===== src/rtl/uart_fifo.sv =====
// Synchronous first-word fall-through FIFO with occupancy counter, threshold
// flags and sticky overflow/underflow error flags.
module uart_fifo #(
  parameter int D_BIT = 8,
  parameter int W     = 3,
  parameter int AF_TH = 2**W - 1,
  parameter int AE_TH = 1
) (
  input  logic             i_clk,
  input  logic             i_rst,
  input  logic             i_clr,
  input  logic             i_wr,
  input  logic [D_BIT-1:0] i_w_data,
  input  logic             i_rd,
  output logic [D_BIT-1:0] o_r_data,
  output logic             o_empty,
  output logic             o_full,
  output logic             o_almost_empty,
  output logic             o_almost_full,
  output logic [W:0]       o_count,
  output logic             o_overflow,
  output logic             o_underflow
);

  localparam logic [W:0] L_DEPTH = (W+1)'(2**W);
  localparam logic [W:0] L_AF    = (W+1)'(AF_TH);
  localparam logic [W:0] L_AE    = (W+1)'(AE_TH);

  logic [D_BIT-1:0] r_mem [2**W];
  logic [W-1:0]     r_wptr;
  logic [W-1:0]     r_rptr;
  logic [W:0]       r_count;
  logic             r_overflow;
  logic             r_underflow;

  logic             w_empty;
  logic             w_full;
  logic             w_rdAccept;
  logic             w_wrAccept;
  logic             w_memWe;

  assign w_empty    = (r_count == '0);
  assign w_full     = (r_count == L_DEPTH);
  assign w_rdAccept = i_rd & ~w_empty;
  // A full FIFO still takes a write when the same edge pops the head.
  assign w_wrAccept = i_wr & (~w_full | w_rdAccept);
  assign w_memWe    = w_wrAccept & ~i_rst & ~i_clr;

  // Storage is deliberately left unreset; only pointers and count define contents.
  always_ff @(posedge i_clk) begin
    if (w_memWe) begin
      r_mem[r_wptr] <= i_w_data;
    end
  end

  always_ff @(posedge i_clk) begin
    if (i_rst || i_clr) begin
      r_wptr      <= '0;
      r_rptr      <= '0;
      r_count     <= '0;
      r_overflow  <= 1'b0;
      r_underflow <= 1'b0;
    end else begin
      if (w_wrAccept) begin
        r_wptr <= r_wptr + 1'b1;
      end
      if (w_rdAccept) begin
        r_rptr <= r_rptr + 1'b1;
      end
      if (w_wrAccept && !w_rdAccept) begin
        r_count <= r_count + 1'b1;
      end else if (w_rdAccept && !w_wrAccept) begin
        r_count <= r_count - 1'b1;
      end
      if (i_wr && !w_wrAccept) begin
        r_overflow <= 1'b1;
      end
      if (i_rd && w_empty) begin
        r_underflow <= 1'b1;
      end
    end
  end

  assign o_r_data       = w_empty ? '0 : r_mem[r_rptr];
  assign o_empty        = w_empty;
  assign o_full         = w_full;
  assign o_almost_full  = (r_count >= L_AF);
  assign o_almost_empty = (r_count <= L_AE);
  assign o_count        = r_count;
  assign o_overflow     = r_overflow;
  assign o_underflow    = r_underflow;

endmodule


===== config.mk =====
export PLATFORM = sky130hd
export DESIGN_NAME = uart_fifo
export DESIGN_NICKNAME = d
export VERILOG_FILES = /design/src/rtl/uart_fifo.sv
export SDC_FILE = /design/constraint.sdc
export NUM_CORES = 1
export LEC_CHECK = 0
export BUFFER_PORTS_ARGS = -buffer_cell sky130_fd_sc_hd__buf_2
export CAP_MARGIN = 20
export CELL_PAD_IN_SITES_DETAIL_PLACEMENT = 1
export CELL_PAD_IN_SITES_GLOBAL_PLACEMENT = 1
export CORE_MARGIN = 4
export CORE_UTILIZATION = 23
export DETAILED_ROUTE_END_ITERATION = 7
export PLACE_DENSITY = 0.47
export SYNTH_ARGS = -nofsm -noshare
export SYNTH_HDL_FRONTEND = slang
export SYNTH_SLANG_ARGS = --single-unit

===== constraint.sdc =====
create_clock -name i_clk -period 4.3 [get_ports i_clk]
set_input_delay 0.215 -clock i_clk [delete_from_list [all_inputs] [get_ports i_clk]]
set_output_delay 0.215 -clock i_clk [all_outputs]
set_load 0.02 [all_outputs]

==> results.cfg, run 1 <==
[run_status]
status = finished, final reports clean

[synthesis]
ys_seq_elements = 79
postSynthAreaPerCell_um2 = 14.65
yosysWarnings = 0
syn_inst = 223
synth_cell_types = 37
synth_seq_area_share = 0.6802
synth_fp_nets = 243
synth_area_mm2 = 0.003267

[floorplanning]
start_util = 0.2354
die_area_mm2 = 0.01617
io-pin-count = 31
die-height_um = 127.2
rows = 43
die_w_um = 127.2
core_area_mm2 = 0.01388

[critical_path]
slowest_stage = dfxtp_1
crit_fanout = 11
crit_family = simple AND/OR/NAND/NOR gates
crit_arrival_ps = 2810
setup.worst_path.end_class = register
crit_chain = inv_1 > ha_1 > or3b_2 > nand2_1 > ha_1 > or4_4 > a2111o_1 > o21ai_1
cp_num_buf_inv = 1
max_stage_delay_ps = 460
r2r_cells = 8
cp.depth = 8
path_class = reg2reg
ff2ff_setup_slack_ps = 1760
cpMostUsedCell = ha_1
cp-start-kind = register
required_ps = 4570

[worst_hold_path]
hp-class = in2reg
whs_path_depth = 3

[sta]
final.setup.tns_ps = 0
fin_crit_ps = 2539
rsz0062_at_grt = false
slew_headroom = 0.3053
skew_ps = 5.284
setup_viol = 0
slew_violations = 0
fmax_ghz = 0.3938
hold_viol = 0
tightest_slew_ps = 1042
min_period_over_period = 0.5906

[grt]
grtUsageTotal = 0.09145
grt_max_degree = 33
grt_overflow = 0
grt_first_pass_wirelength_mm = 11.10
antenna_found_initial = 0
grt_pass1_vias = 1992

[placed_design]
placed_area_mm2 = 0.003623
dp_cells = 426
io_buffer_count = 30
hpwl_mm = 5.016
place.gp.congestion = 0.6947

[clocking]
cts_tree = yes
cts_buffers = 9
path_clk_slew_ps = 60
htree_levels = 3
cts.sinks = 79
insertion_delay_ps = 330
postCtsHoldBufs = 0
post_cts_resized = 0
cts_root_buffer = clkbuf_16
cts_max_path_buffers = 2
cts_setup_buffers = 0

[detailed_routing]
wl_mm = 7.105
vias_per_cell = 4.318
ant_nets = 0
drt_iter0_drc = 80
drc_errors = 0
drtPass1Iterations = 4
vias = 1913
drt-wirelength-per-cell_um = 16.04

[final_layout]
final_common_cell = edfxtp_1
area_growth_pct = 19.99
nFillCells = 1510
stdcell_count = 443
antennaDiodeCount = 0
fin_area_mm2 = 0.003920
layout_common_cells = 64 x edfxtp_1, 36 x mux2i_1, 32 x buf_2
drive_gt1_frac = 0.2243
layout.nets = 278

[pwr]
finalPower_uw = 1758
ir_worst_vdd_uv = 193.3
p_leak_uw = 0.001314
powerDensity_mw_per_mm2 = 448.5

[flow_run]
drv_cap = 0
area by class of cell:
cell class | count | area, µm² | share of cell area
clock buffer | 9 | 225.2 | 0.05745
clock inverter | 7 | 63.81 | 0.01628
inverter | 6 | 22.52 | 0.005745
multi-input combinational | 128 | 984.7 | 0.2512
sequential | 79 | 2223 | 0.5672
tap | 180 | 225.2 | 0.05745
timing repair buffer | 34 | 175.2 | 0.04469
report_power, final:
part,switching [µW],leakage [µW],internal (µW),total (µW)
clock,294,0.000139,444,738
sequential,12.0,0.000699,836,848
combinational,111,0.000477,62.4,173
kinds of logic after synthesis:
kind of cell / synth area share
flip-flops: 0.6802
AND/OR/NAND/NOR: 0.08848
multiplexers: 0.1103
AO/OA/AOI/OAI: 0.06664
buffers and inverters: 0.02221
adder cells (fa/ha/maj): 0.02681
XOR/XNOR: 0.005363
registers in the layout, indices dropped and copies added, names as in the netlist, named ones only:
register and flops:
r_rptr 3, r_wptr 3, r_mem 64, o_overflow 1
o_count 4, o_underflow 1
through the flow:
stage,util,hold slack (ps),worst slack [ps]
floorplan,-,313.9,1784
global placement,0.2603,449.4,1806
detailed placement,0.2610,461.9,1715
CTS,0.2819,161.0,1687
global route,0.2824,177.9,1597
finish,0.2824,170.1,1761
metal layers:
metal,up-vias,track usage,part of all wire,wire length [µm]
met2,25,0.1488,0.49,3513
met1,949,0.1121,0.45,3229
met4,0,0.04921,0.024,172
met5,-,0,0,0
li1,931,-,-,-
met3,8,0.02216,0.027,190
synth_stat cells, drive strengths merged:
master   number  share of area
and2          1         0.0019
mux2i        36           0.11
nand2         7         0.0080
buf           8          0.013
nor3          5         0.0077
nand3         3         0.0046
o21ai         5         0.0077
clkbuf        2         0.0023
edfxtp       64           0.59
a22oi        16          0.037
xor2          1         0.0027
inv           6         0.0069
a21o          1         0.0027
o31ai         1         0.0023
and3b         1         0.0031
or3b          1         0.0027
nand4bb       1         0.0034
or3           4         0.0080
nor4          2         0.0038
nor2          9          0.010
and4bb        1         0.0038
nor2b         2         0.0038
nand3b        1         0.0023
or4           2         0.0057
or2           1         0.0019
dfxtp        15          0.092
xnor2         1         0.0027
a2111o        1         0.0034
nand4         1         0.0019
and3          8          0.015
a21oi         9          0.014
ha            7          0.027
worst min-delay path: cells and delay by family:
kind | cells | cell delay [ps]
buf+inv | 1 | 120
compound gates | 1 | 70
simple gates | 1 | 70
final timing paths:
kind               start          end
max           o_count[0]   o_count[3]
min                 i_wr   o_overflow
max reg2reg   o_count[0]   o_count[3]
min reg2reg  o_underflow  o_underflow
No activity file was read; power rests on OpenSTA's default activity.
==> run 2: changes to the inputs <==
- PLACE_DENSITY: 0.47 -> 0.49
- clock period: 4.3 -> 2.3 ns (I/O delays scaled with it)
==> results.cfg, run 2 (synthesis results as in run 1) <==
[sta]
min_period_over_period = 0.9399
fmax_ghz = 0.4626
fin_crit_ps = 2162
final.setup.tns_ps = 0
setup_slack_ps = 138.1
skew_ps = 6.021
slew_headroom = 0.6919
hold_viol = 0
tightest_slew_ps = 462.1
holdWs_ps = 53.75
slew_violations = 0
rsz0062_at_grt = false
setup_viol = 0

[detailed_routing]
ant_nets = 0
drc_errors = 0
drt_iter0_drc = 65
wl_mm = 7.736
vias_per_cell = 4.408
vias = 2010
drtPass1Iterations = 4
drt-wirelength-per-cell_um = 16.96

[critical_path]
cp_num_buf_inv = 1
setup.worst_path.end_class = register
cpMostUsedCell = ha_1
required_ps = 2570
cp-start-kind = register
path_class = reg2reg
crit_chain = inv_1 > ha_1 > or3b_2 > nand2_1 > ha_1 > or3_2 > a21oi_1
slowest_stage = or3_2
crit_family = simple AND/OR/NAND/NOR gates
crit_arrival_ps = 2430
crit_fanout = 6
max_stage_delay_ps = 500

[final_layout]
area_growth_pct = 23.94
largest_reg_flops = 64
layout_common_cells = 64 x edfxtp_1, 36 x mux2i_1, 30 x buf_2
drive_gt1_frac = 0.2645
layout.nets = 291
regMostFlops = r_mem
antennaDiodeCount = 0
final_common_cell = edfxtp_1

[clocking]
htree_levels = 3
cts_max_path_buffers = 2
cts.sinks = 79
path_clk_slew_ps = 60
post_cts_resized = 0
cts_tree = yes
postCtsHoldBufs = 0
cts_buffers = 9
cts_root_buffer = clkbuf_16
cts_setup_buffers = 0
insertion_delay_ps = 330

[pwr]
ir_worst_vdd_uv = 338.5
finalPower_uw = 3362
powerDensity_mw_per_mm2 = 830.2
p_leak_uw = 0.001393

[grt]
antenna_found_initial = 0
grt_max_degree = 33
grtUsageTotal = 0.1005
grt_pass1_vias = 2119
grt_first_pass_wirelength_mm = 12.09
grt_overflow = 0

[placed_design]
place.gp.congestion = 0.6908
hpwl_mm = 4.874
post-place-ws_ps = 121.3
io_buffer_count = 30

[worst_hold_path]
hp-class = in2reg

[run_status]
status = finished, final reports clean

[floorplanning]
start_util = 0.2354
io-pin-count = 31
die-height_um = 127.2
die_area_mm2 = 0.01617
core_area_mm2 = 0.01388
rows = 43
die_w_um = 127.2

[flow_run]
drv_cap = 0
## run 2: cell types whose count changed in the layout (fill, tap and decap cells not counted), sizes merged
cell / change
buf: +14
clkinvlp: -2
inv: +1
## run 2: cell type report
class | count | area [µm²]
clock buffer | 10 | 229.0
fill | 1516 | 9832
timing repair buffer | 47 | 290.3
clock inverter | 6 | 68.82
sequential | 79 | 2228
multi-input combinational | 128 | 984.7
inverter | 6 | 22.52
tap | 180 | 225.2
## run 2: worst paths after layout
| kind | startpoint | endpoint | slack [ps] | depth (start not counted) |
|---|---|---|---|---|
| worst max-delay path | o_count[0] | o_count[2] | 140 | 7 |
| worst min-delay path | i_w_data[3] | r_mem[4][3] | 50 | 1 |
| worst max register to register | o_count[0] | o_count[2] | 140 | 7 |
| worst min register to register | o_underflow | o_underflow | 470 | 2 |
## run 2: report_power, final
part / leakage [µW] / total, µW / internal (µW) / switching (µW)
combinational: 0.000548 / 366 / 136 / 229
clock: 0.000145 / 1420 / 846 / 575
sequential: 0.000700 / 1570 / 1560 / 12.3
total: 0.00139 / 3360 / 2550 / 817
## run 2: per-stage QoR
| stage | cell area, µm² | utilization | cells |
|---|---|---|---|
| after floorplan | 3273 | - | 223 |
| after global placement | 3751 | 0.2702 | 440 |
| after detailed placement | 3751 | 0.2702 | 440 |
| after CTS | 4049 | 0.2917 | 456 |
| after global routing | 4049 | 0.2917 | 456 |
| final | 4049 | 0.2917 | 456 |
## run 2: per-layer routing
layer	track usage	routed length (µm)
met5	0	0
met4	0.03975	115
met3	0.02299	201
met2	0.1578	3645
met1	0.1349	3774
==> run 3: changes to the inputs <==
- CORE_ASPECT_RATIO: not set -> 1.5
- SLEW_MARGIN: not set -> 15
==> results.cfg, run 3 (synthesis results as in run 1) <==
[final_layout]
final_common_cell = edfxtp_1
largest_reg_flops = 64
layout.nets = 289
area_growth_pct = 23.55
layout_common_cells = 64 x edfxtp_1, 36 x mux2i_1, 30 x buf_2
nFillCells = 1530
regMostFlops = r_mem
drive_gt1_frac = 0.2555
antennaDiodeCount = 0
stdcell_count = 466
final_util = 0.2885

[floorplanning]
rows = 53
start_util = 0.2335
core_area_mm2 = 0.01399
die-height_um = 154.0
io-pin-count = 31
die_area_mm2 = 0.01621
die_w_um = 105.3

[grt]
grt_overflow = 0
grt_pass1_vias = 2200
grt_max_degree = 24
antenna_found_initial = 0
grt_first_pass_wirelength_mm = 11.81
grtUsageTotal = 0.09819

[placed_design]
io_buffer_count = 30
hpwl_mm = 5.096
dp_cells = 450
post-place-ws_ps = 113.8
place.gp.congestion = 0.7493

[critical_path]
crit_fanout = 7
setup.worst_path.end_class = register
required_ps = 2560
crit_arrival_ps = 2450
slowest_stage = or3b_2
path_class = reg2reg
max_stage_delay_ps = 450
cp-start-kind = register
crit_chain = inv_1 > ha_4 > or3b_2 > nand2_1 > ha_1 > mux2i_1 > or3_2 > a21oi_1

[run_status]
status = finished, final reports clean

[detailed_routing]
vias = 1965
wl_mm = 7.481
drc_errors = 0
drt-wirelength-per-cell_um = 16.05
vias_per_cell = 4.217
drtPass1Iterations = 4
ant_nets = 0
drt_iter0_drc = 58

[clocking]
cts_tree = yes
htree_levels = 3
cts_buffers = 9
cts_root_buffer = clkbuf_16
cts.sinks = 79
insertion_delay_ps = 330
cts_setup_buffers = 0
cts_max_path_buffers = 2
path_clk_slew_ps = 60

[sta]
slew_headroom = 0.7102
tightest_slew_ps = 434.7
skew_ps = 5.026
fin_crit_ps = 2183
setup_viol = 0
hold_viol = 0
min_period_over_period = 0.9491
slew_violations = 0
fmax_ghz = 0.4581
setup_slack_ps = 117.0

[pwr]
seqPwrFrac = 0.490
p_sw_frac = 0.2301
powerDensity_mw_per_mm2 = 801.5
combinationalPowerShare = 0.110
p_int_uw = 2491
clock_power_share = 0.400
switchingPower_uw = 744.3
p_leak_uw = 0.001372
ir_worst_vdd_uv = 367.3
finalPower_uw = 3235

[worst_hold_path]
hp-class = in2reg

[flow_run]
drv_cap = 0
run 3: cell count changes in the layout (fill, tap and decap cells not counted), moves of 2 or more:
cell      previous run  this run
buf_4               16        14
clkbuf_8             0         2
clkbuf_1             1         4
clkinv_4             3         0
run 3: critical path: cells and delay by family, from the launching register on:
kind                       cells  cell delay [ps]
adders and majority gates      2              410
buffers and inverters          1              130
AOI/OAI and AO/OA              1              140
DFF                            1              370
and+or+nand+nor                3              950
muxes                          1              120
run 3: per-layer routing:
metal | wire length, µm | track usage | vias to the layer above
li1 | - | - | 949
met1 | 3153 | 0.1097 | 973
met3 | 201 | 0.02310 | 13
met5 | 0 | 0 | -
met4 | 185 | 0.04878 | 0
met2 | 3940 | 0.1731 | 30
run 3: area by class of cell:
cell class                      instances  area (µm²)  share of cell area
Timing Repair Buffer                   45       275.3             0.06820
Tap cell                              192       240.2             0.05952
Inverter                                6       22.52            0.005580
Multi-Input combinational cell        128       997.2              0.2471
Clock inverter                          1       5.005            0.001240
Sequential cell                        79        2228              0.5521
Clock buffer                           15       267.8             0.06634
run 3: what timing repair did:
action | CTS | global route
resized for setup | 0 | 2
setup endpoints to repair | 0 | 2
hold buffers | 0 | 0
run 3: worst paths after layout:
path / startpoint / endpoint / slack (ps) / cells after the start
setup reg to reg: o_count[0] / o_count[2] / 120 / 8
setup / recovery: o_count[0] / o_count[2] / 120 / 8
hold / removal: i_w_data[2] / r_mem[1][2] / 50 / 1
hold reg to reg: o_overflow / o_overflow / 470 / 2
run 3: power by group through the flow:
| stage | sequential, µW | combinational (µW) | clock (µW) |
|---|---|---|---|
| final | 1580 | 356 | 1290 |
| after global routing | 1590 | 394 | 1410 |
| after CTS | 1580 | 358 | 1340 |
| after detailed placement | 1610 | 356 | 0 |
| after global placement | 1610 | 351 | 0 |
| after floorplan | 1620 | 207 | 0 |
run 3: metrics by stage:
step	area, µm²	setup TNS (ps)	hold slack, ps
2_1_floorplan	3273	0	213.9
3_3_place_gp	3751	0	387.9
3_5_place_dp	3751	0	399.0
4_1_cts	4024	0	46.16
5_1_grt	4036	-2.439	52.03
6_report	4036	0	52.94
